<file path="src/rtl/alu_exec_seq.sv">
// Execute-stage ALU with valid/ready handshake; shifts run one bit per cycle unless
// ALU_FAST_SHIFT_EN is defined, which swaps in a single-cycle barrel shifter.
module alu_exec_seq #(
   parameter int WIDTH   = 32,
   parameter int SHAMT_W = 5
) (
   input  logic             clk,
   input  logic             rst,
   input  logic             in_valid,
   output logic             in_ready,
   input  logic [3:0]       alu_ctl,
   input  logic [WIDTH-1:0] op_a,
   input  logic [WIDTH-1:0] op_b,
   output logic             out_valid,
   input  logic             out_ready,
   output logic [WIDTH-1:0] result,
   output logic             zero,
   output logic             illegal,
   output logic             busy
);

   localparam logic [3:0] CTL_ADD  = 4'b0000;
   localparam logic [3:0] CTL_SUB  = 4'b1000;
   localparam logic [3:0] CTL_SLL  = 4'b0001;
   localparam logic [3:0] CTL_SLT  = 4'b0010;
   localparam logic [3:0] CTL_SLTU = 4'b0011;
   localparam logic [3:0] CTL_XOR  = 4'b0100;
   localparam logic [3:0] CTL_SRL  = 4'b0101;
   localparam logic [3:0] CTL_SRA  = 4'b1101;
   localparam logic [3:0] CTL_OR   = 4'b0110;
   localparam logic [3:0] CTL_AND  = 4'b0111;

   typedef enum logic [1:0] {S_IDLE, S_SHIFT, S_DONE} state_t;

   state_t             state_q, state_d;
   logic [WIDTH-1:0]   result_q;
   logic               zero_q, illegal_q;
   logic [WIDTH-1:0]   alu_res;
   logic               legal;
   logic               accept;
   logic               start_shift;
   logic [SHAMT_W-1:0] shamt;
   logic               shift_done;

   assign accept = in_valid & in_ready;
   assign shamt  = op_b[SHAMT_W-1:0];

   // Single-cycle result; in the iterative build shifts with shamt==0 pass op_a through.
   always_comb begin
      alu_res = '0;
      legal   = 1'b1;
      case (alu_ctl)
         CTL_ADD:  alu_res = op_a + op_b;
         CTL_SUB:  alu_res = op_a - op_b;
         CTL_SLT:  alu_res = {{(WIDTH-1){1'b0}}, ($signed(op_a) < $signed(op_b))};
         CTL_SLTU: alu_res = {{(WIDTH-1){1'b0}}, (op_a < op_b)};
         CTL_XOR:  alu_res = op_a ^ op_b;
         CTL_OR:   alu_res = op_a | op_b;
         CTL_AND:  alu_res = op_a & op_b;
`ifdef ALU_FAST_SHIFT_EN
         CTL_SLL:  alu_res = op_a << shamt;
         CTL_SRL:  alu_res = op_a >> shamt;
         CTL_SRA:  alu_res = $signed(op_a) >>> shamt;
`else
         CTL_SLL, CTL_SRL, CTL_SRA: alu_res = op_a;
`endif
         default:  legal = 1'b0;
      endcase
   end

`ifdef ALU_FAST_SHIFT_EN
   assign start_shift = 1'b0;
   assign shift_done  = 1'b0;
`else
   logic [WIDTH-1:0]   sh_q, sh_next;
   logic [SHAMT_W-1:0] cnt_q;
   logic               sh_left_q, sh_arith_q;

   assign start_shift = accept & (shamt != '0) &
                        ((alu_ctl == CTL_SLL) | (alu_ctl == CTL_SRL) | (alu_ctl == CTL_SRA));
   assign shift_done  = (cnt_q == SHAMT_W'(1));
   assign sh_next     = sh_left_q ? {sh_q[WIDTH-2:0], 1'b0}
                                  : {sh_arith_q & sh_q[WIDTH-1], sh_q[WIDTH-1:1]};

   always_ff @(posedge clk or posedge rst) begin
      if (rst) begin
         sh_q       <= '0;
         cnt_q      <= '0;
         sh_left_q  <= 1'b0;
         sh_arith_q <= 1'b0;
      end else if (start_shift) begin
         sh_q       <= op_a;
         cnt_q      <= shamt;
         sh_left_q  <= (alu_ctl == CTL_SLL);
         sh_arith_q <= (alu_ctl == CTL_SRA);
      end else if (state_q == S_SHIFT) begin
         sh_q  <= sh_next;
         cnt_q <= cnt_q - SHAMT_W'(1);
      end
   end
`endif

   always_ff @(posedge clk or posedge rst) begin
      if (rst) state_q <= S_IDLE;
      else     state_q <= state_d;
   end

   always_comb begin
      state_d = state_q;
      case (state_q)
         S_IDLE:  if (accept) state_d = start_shift ? S_SHIFT : S_DONE;
         S_SHIFT: if (shift_done) state_d = S_DONE;
         S_DONE:  if (out_ready) state_d = S_IDLE;
         default: state_d = S_IDLE;
      endcase
   end

   always_comb begin
      in_ready  = (state_q == S_IDLE);
      out_valid = (state_q == S_DONE);
      busy      = (state_q != S_IDLE);
   end

   // Result registers only move on accept or final shift step, so they hold under backpressure.
   always_ff @(posedge clk or posedge rst) begin
      if (rst) begin
         result_q  <= '0;
         zero_q    <= 1'b0;
         illegal_q <= 1'b0;
      end else if (accept) begin
         illegal_q <= ~legal;
         if (!start_shift) begin
            result_q <= alu_res;
            zero_q   <= (alu_res == '0);
         end
`ifndef ALU_FAST_SHIFT_EN
      end else if (state_q == S_SHIFT && shift_done) begin
         result_q <= sh_next;
         zero_q   <= (sh_next == '0);
`endif
      end
   end

   assign result  = result_q;
   assign zero    = zero_q;
   assign illegal = illegal_q;

endmodule

</file>
<file path="config.mk">
export PLATFORM = sky130hd
export DESIGN_NAME = alu_exec_seq
export DESIGN_NICKNAME = d
export VERILOG_FILES = /design/src/rtl/alu_exec_seq.sv
export SDC_FILE = /design/constraint.sdc
export NUM_CORES = 1
export LEC_CHECK = 0
export ABC_CLOCK_PERIOD_IN_PS = 2600
export BUFFER_PORTS_ARGS = -buffer_cell sky130_fd_sc_hd__buf_2
export CAP_MARGIN = 15
export CORE_ASPECT_RATIO = 2
export CORE_MARGIN = 1
export CORE_UTILIZATION = 37
export CTS_BUF_LIST = sky130_fd_sc_hd__clkbuf_4 sky130_fd_sc_hd__clkbuf_8
export CTS_CLUSTER_DIAMETER = 100
export DETAILED_ROUTE_END_ITERATION = 8
export GPL_TIMING_DRIVEN = 0
export SLEW_MARGIN = 0
export SYNTH_ARGS = -nofsm -noshare
export SYNTH_HDL_FRONTEND = slang
export SYNTH_SLANG_ARGS = --single-unit
</file>
<file path="constraint.sdc">
create_clock -name clk -period 2.6 [get_ports clk]
set_clock_uncertainty 0.1 [all_clocks]
set_input_delay 0.13 -clock clk [delete_from_list [all_inputs] [get_ports clk]]
set_output_delay 0.13 -clock clk [all_outputs]
set_load 0.01 [all_outputs]
</file>
# --- Word level (Yosys, flattened, before mapping) ---
# Index checks and enable logic that the tools add are counted.
classes:
  add_sub_neg: 3
  multipliers: 0
  n_div: 0
  order_cmp: 2
  eq_ne: 16
  shift: 0
  mux: 18
  n_bitwise: 10
  n_reduce_logical: 13
op_table:
  columns: ["cell", "count"]
  rows:
  - ["32-bit one-hot mux with 8 select lines", 1]
  - ["32-bit two-way mux", 6]
  - ["32-bit zero test", 2]
  - ["32-bit < comparator", 2]
  - ["32-bit adder", 1]
  - ["32-bit bitwise AND", 1]
  - ["32-bit OR", 1]
  - ["32-bit subtractor", 1]
  - ["32-bit XOR", 1]
  - ["4-bit by 3-bit == test with 1-bit output (second input constant)", 4]
  - ["5-bit two-way mux", 2]
  - ["10-bit OR reduction", 1]
  - ["4-bit by 2-bit == test with 1-bit output (second input constant)", 2]
  - ["4-bit == test (second input constant)", 2]
  - ["2-bit two-way mux", 4]
  - ["2-bit one-hot mux with 3 select lines", 1]
  - ["2-bit nonzero test", 3]
  - ["5-bit by 1-bit == test with 1-bit output (second input constant)", 1]
  - ["5-bit nonzero test", 1]
  - ["5-bit by 1-bit subtractor with 5-bit output (second input constant)", 1]
  - ["1-bit bitwise AND", 4]
  - ["4-bit by 1-bit == test with 1-bit output (second input constant)", 1]
  - ["4-bit zero test", 1]
  - ["1-bit two-way mux", 4]
  - ["11 further kinds", 14]
totals:
  regBits: 75
  latch_bits: 0
  mem_bits_rw: 0
  romBits: 0
  input_bits: 72
  out_inout_bits: 37
  wordCells: 70
  memories: 0

# --- Longest topological paths before layout ---
depth:
  word_depth: 7
  mapped_depth: 15
  ltp_nobuf: 15

# --- Least setup slack after synthesis ---
# No wires, ideal clock.
synth_path:
  path_type: "input to register"
  from: "in op_a[0]"
  to: "reg result_q[28], in the netlist result[28]"
  setup_time_ps: 121
  arrival_time_ps: 2984
  required_time_ps: 2379
  slack_ps: -605
  stages: 12
  n_path_buf: 0
  cell_sequence: "ha_1 fa_1 a211oi_2 o211ai_1 and3_1 nor3_1 nor3_1 o41ai_1 o211ai_1 a221oi_1 nand2_1 a22o_1"
synth_via:
  elab_chain_len: 4
  word_cells_on_any_way: 5
  cone_classes: "add/sub: 2; mux: 3"
synth_rtl:
  columns: ["element", "line", "text"]
  rows:
  - ["from (decl)", "12", "input logic [WIDTH-1:0] op_a,"]
  - ["32-bit subtractor or 32-bit adder (tied branches)", "54, 53", null]
  - ["32-bit one-hot mux with 8 select lines *", "52", "case (alu_ctl)"]
  - ["32-bit two-way mux *", "132", "if (!start_shift) begin"]
  - ["32-bit two-way mux *", "130", "end else if (accept) begin"]
  - ["to (signal assigned)", "133", "result_q <= alu_res;"]
  - ["to (signal assigned)", "138", "result_q <= sh_next;"]
  - ["to (decl)", "36", "logic [WIDTH-1:0] result_q;"]
# Mark *: on every way between the ends. The rest lies on a longest branch, timed or not. The select of a mux whose other input is x is not followed.
# A chain may end at the register's enable or synchronous reset.

# --- Worst setup path after layout ---
layout_path:
  from: "in alu_ctl[0]"
  to: "reg zero_q, in the netlist zero"
layout_via:
  elab_chain_len: 6
  word_cells_on_any_way: 20
  cone_classes: "eq/ne: 10; mux: 3; bitwise: 3; reduce/logical: 4"
layout_rtl:
  columns: ["element", "line", "text"]
  rows:
  - ["from (decl)", "11", "input logic [3:0] alu_ctl,"]
  - ["4-bit by 1-bit == test with 1-bit output (tied with other cells)", "52, 80", null]
  - ["3-bit OR reduction or 1-bit OR (tied branches)", null, null]
  - ["32-bit one-hot mux with 8 select lines or 1-bit OR (tied branches)", "52, 80", null]
  - ["32-bit zero test or 1-bit bitwise AND (tied branches)", "134, 79", null]
  - ["1-bit two-way mux or 2-bit != test (tied branches)", null, null]
  - ["1-bit two-way mux or 2-bit AND reduction (tied branches)", null, null]
  - ["to (signal assigned)", "134", "zero_q <= (alu_res == '0);"]
  - ["to (signal assigned)", "139", "zero_q <= (sh_next == '0);"]
  - ["to (decl)", "37", "logic zero_q, illegal_q;"]
# Several ways; a longest one is shown, not always the timed one. The select of a mux whose other input is x is not followed.

==> flow_metrics.tcl <==
set metrics [dict create \
    status "finished with violations" \
    violations "negative setup slack" \
    p_per_area_nw_per_um2 573.6 \
    cts_buffers 9 \
    clock-sinks 75 \
    use_met2 0.6204 \
    yosys-top-cells-area "dfrtp_1, ha_1, nand2_1, nor2_1, a21oi_1" \
    portBuffers 105 \
    setup_ws_ns -0.6568 \
    vias_per_cell 6.366 \
    grtUsageMet1 0.3630 \
    drt-initial-drc-count 1086 \
    yosys.area.top_type "dfrtp_1" \
    critPathMaxFanout 10 \
    htreeDepth 3 \
    async_reset_ff_frac 1.000 \
    p_total_mw 7.748 \
    path_class "primary input to flop" \
    synth_ff_type "dfrtp_1" \
    cap_viol_max_count 0 \
    max_slew_margin 0.2895 \
    grt_usage 0.3685 \
    syn_area_sq_um 9794 \
    synth-seq-cells 75 \
    worst_slew_pin_slew_ns 1.066 \
    busiest_layer "met2" \
    syn-num-nets 1521 \
    grt_pass1_vias 11970 \
    finalSetupViolations 17 \
    p_leak_nw 5.747 \
    grt_pass1_wl_um 72240 \
    rsz0062_at_grt "true" \
    slew_violations 0 \
    drt_wl_total_um 49730 \
    fp.coreArea_sq_um 25860 \
    min_period_ns 3.257 \
    tns_ns -4.960 \
    n_antenna_cell 0 \
    die_h_um 232.1 \
    fill_cells 2492 \
    synth_top_area_share 0.1916 \
    hpwl_um 37850 \
    dr.pass1.iters 6 \
    cts-root-buf "clkbuf_8" \
    cts_tree "built" \
    use_met3 0.07309 \
    hold_class "primary input to flop" \
    ys_warn_count 0 \
    slowest_delay_ns 0.51 \
    placed_area_sq_um 11020 \
    finalCritPeriodShare 1.253 \
    synth_edf_count 0 \
    cts_buffer_depth 2 \
    grt_max_degree 44 \
    drive_gt1_frac 0.3198 \
    crit_chain "clkbuf_1 -> and4b_1 -> clkbuf_2 -> clkbuf_2 -> a221oi_1 -> o211ai_1 -> a311oi_1 -> nand4_1 -> nor4_2 -> nand4_1 -> o21ai_1" \
    cpLargestDelayFamily "compound AO/OA/AOI/OAI gates" \
    fmax_mhz 307.0 \
    die_area_sq_um 27170 \
    ys_types 90 \
    ir_worst_vdd_uv 536.6 \
    die_w_um 117.0 \
    rows 83 \
    wire_per_inst_um 26.30 \
    antenna_found_initial 1 \
    final_antenna_net_count 0 \
    place.gp.congestion 0.9983 \
    critPathArrivalTime_ns 3.45 \
    clkTransAtPathRegs_ns 0.08 \
    whs_ns 0.06135 \
    io_pins 109 \
    syn2layout_area_growth_pct 37.92 \
    remaining_drc_errors 0 \
    cp.buffers_inverters 3 \
    final_cell_area_sq_um 13510 \
    initial_core_util 0.3788 \
    cp.required_ns 2.79 \
    nets 1727 \
    yosysSeqAreaShare 0.1916 \
    final_util 0.5224 \
    clk_latency_ns 0.35 \
    vias 12040 \
    syn_area_per_cell_sq_um 7.298 \
    worstSetupEndpointType "flop" \
    grt_remaining_overflow 0 \
    slowest_stage "a221oi_1" \
    hold_viol_final 0 \
    syn-instance-count 1342 \
    start_kind "primary input" \
]
-- tightest hold or removal path, delay by kind of cell --
family | cells | cell delay [ns]
AOI/OAI and AO/OA | 1 | 0.06
buffers and inverters | 1 | 0.09
and+or+nand+nor | 3 | 0.19
-- cells by family after synthesis --
group                      after synthesis  synth area share
AOI/OAI and AO/OA                      441            0.3173
DFF                                     75            0.1916
adders and majority gates              107            0.1382
xor gates and xnor gates                11          0.009836
muxes                                   40           0.04152
and+or+nand+nor                        472            0.2238
buffers and inverters                  196           0.07767
-- flip-flops by register name (all words and copies together) (netlist names) --
name / count
sh_q: 32
illegal: 1
state_q: 2
cnt_q: 5
zero: 1
sh_left_q: 1
sh_arith_q: 1
result: 32
-- where the power goes --
group	internal (mW)	switching, mW	leakage [nW]
clock network	0.510	0.420	0.104
registers	1.71	0.405	0.901
logic	1.79	2.91	4.74
-- layout by cell type, fill, tap and decap left out, types with 12 or more instances in the layout --
master	Yosys	routed
a211oi_1	20	16
a21o_1	17	16
a21oi_1	103	75
a21oi_2	1	21
buf_2	14	95
buf_4	0	89
buf_6	1	21
clkbuf_1	69	27
clkbuf_2	0	20
clkbuf_8	0	12
dfrtp_1	75	75
ha_1	105	82
ha_4	0	22
inv_1	106	78
mux2i_1	35	34
nand2_1	160	152
nand3_1	30	25
nand4_1	22	22
nor2_1	141	132
nor3_1	28	16
o211ai_1	21	21
o21ai_0	65	49
o221ai_1	43	41
-- what timing repair did --
item,4_1_cts,5_1_grt
endpoints found under the hold margin,37,0
setup buffers,61,33
endpoints found under the setup margin,73,62
pin swaps,78,72
hold buffers,6,0
gates resized for setup,277,102
-- stage by stage --
step / std cells / setup slack [ns]
finish: 1891 / -0.6568
global route: 1891 / -0.6549
CTS: 1865 / -0.5017
detailed placement: 1791 / -1.877
global placement: 1787 / -2.397
floorplan: 1342 / -0.4714
-- cell type report --
type | count | area, sq um | area share
Buffer | 76 | 427.9 | 0.03168
Clock buffer | 12 | 165.2 | 0.01223
Clock inverter | 2 | 35.03 | 0.002594
Inverter | 108 | 479.2 | 0.03548
Multi-Input combinational cell | 1071 | 8546 | 0.6326
Sequential cell | 75 | 1877 | 0.1389
Tap cell | 340 | 425.4 | 0.03149
Timing Repair Buffer | 207 | 1553 | 0.1149
-- path summary, 6_finish.rpt --
kind	slack, ns	start	endpoint	cells past startpoint
worst max register to register	-0.40	state_q[1]	zero	11
max in group asynchronous	1.59	rst	sh_q[30]	4
worst min register to register	0.39	result[4]	result[4]	2
worst max-delay path	-0.66	alu_ctl[0]	zero	11
min in group asynchronous	0.25	rst	cnt_q[4]	3
worst min-delay path	0.06	op_b[3]	cnt_q[3]	5
-- cell usage after synthesis, types with 10 or more instances --
library cell / instances
nand2_1: 160
nor2_1: 141
inv_1: 106
ha_1: 105
a21oi_1: 103
dfrtp_1: 75
clkbuf_1: 69
o21ai_0: 65
o221ai_1: 43
mux2i_1: 35
nand3_1: 30
nor3_1: 28
nand4_1: 22
o211ai_1: 21
a211oi_1: 20
a21o_1: 17
buf_2: 14
a31oi_1: 13
nor2b_1: 13
a221o_1: 12
a221oi_1: 11
nand2b_1: 11
a2111oi_0: 10
a22oi_1: 10
o31ai_1: 10
xnor2_1: 10
-- per-layer routing --
layer | up-vias | share of wire
met5 | - | 0.00022
met4 | 2 | 0.13
met3 | 304 | 0.066
met2 | 680 | 0.48
met1 | 5713 | 0.33
li1 | 5339 | -
(Power assumes the default switching activity.)
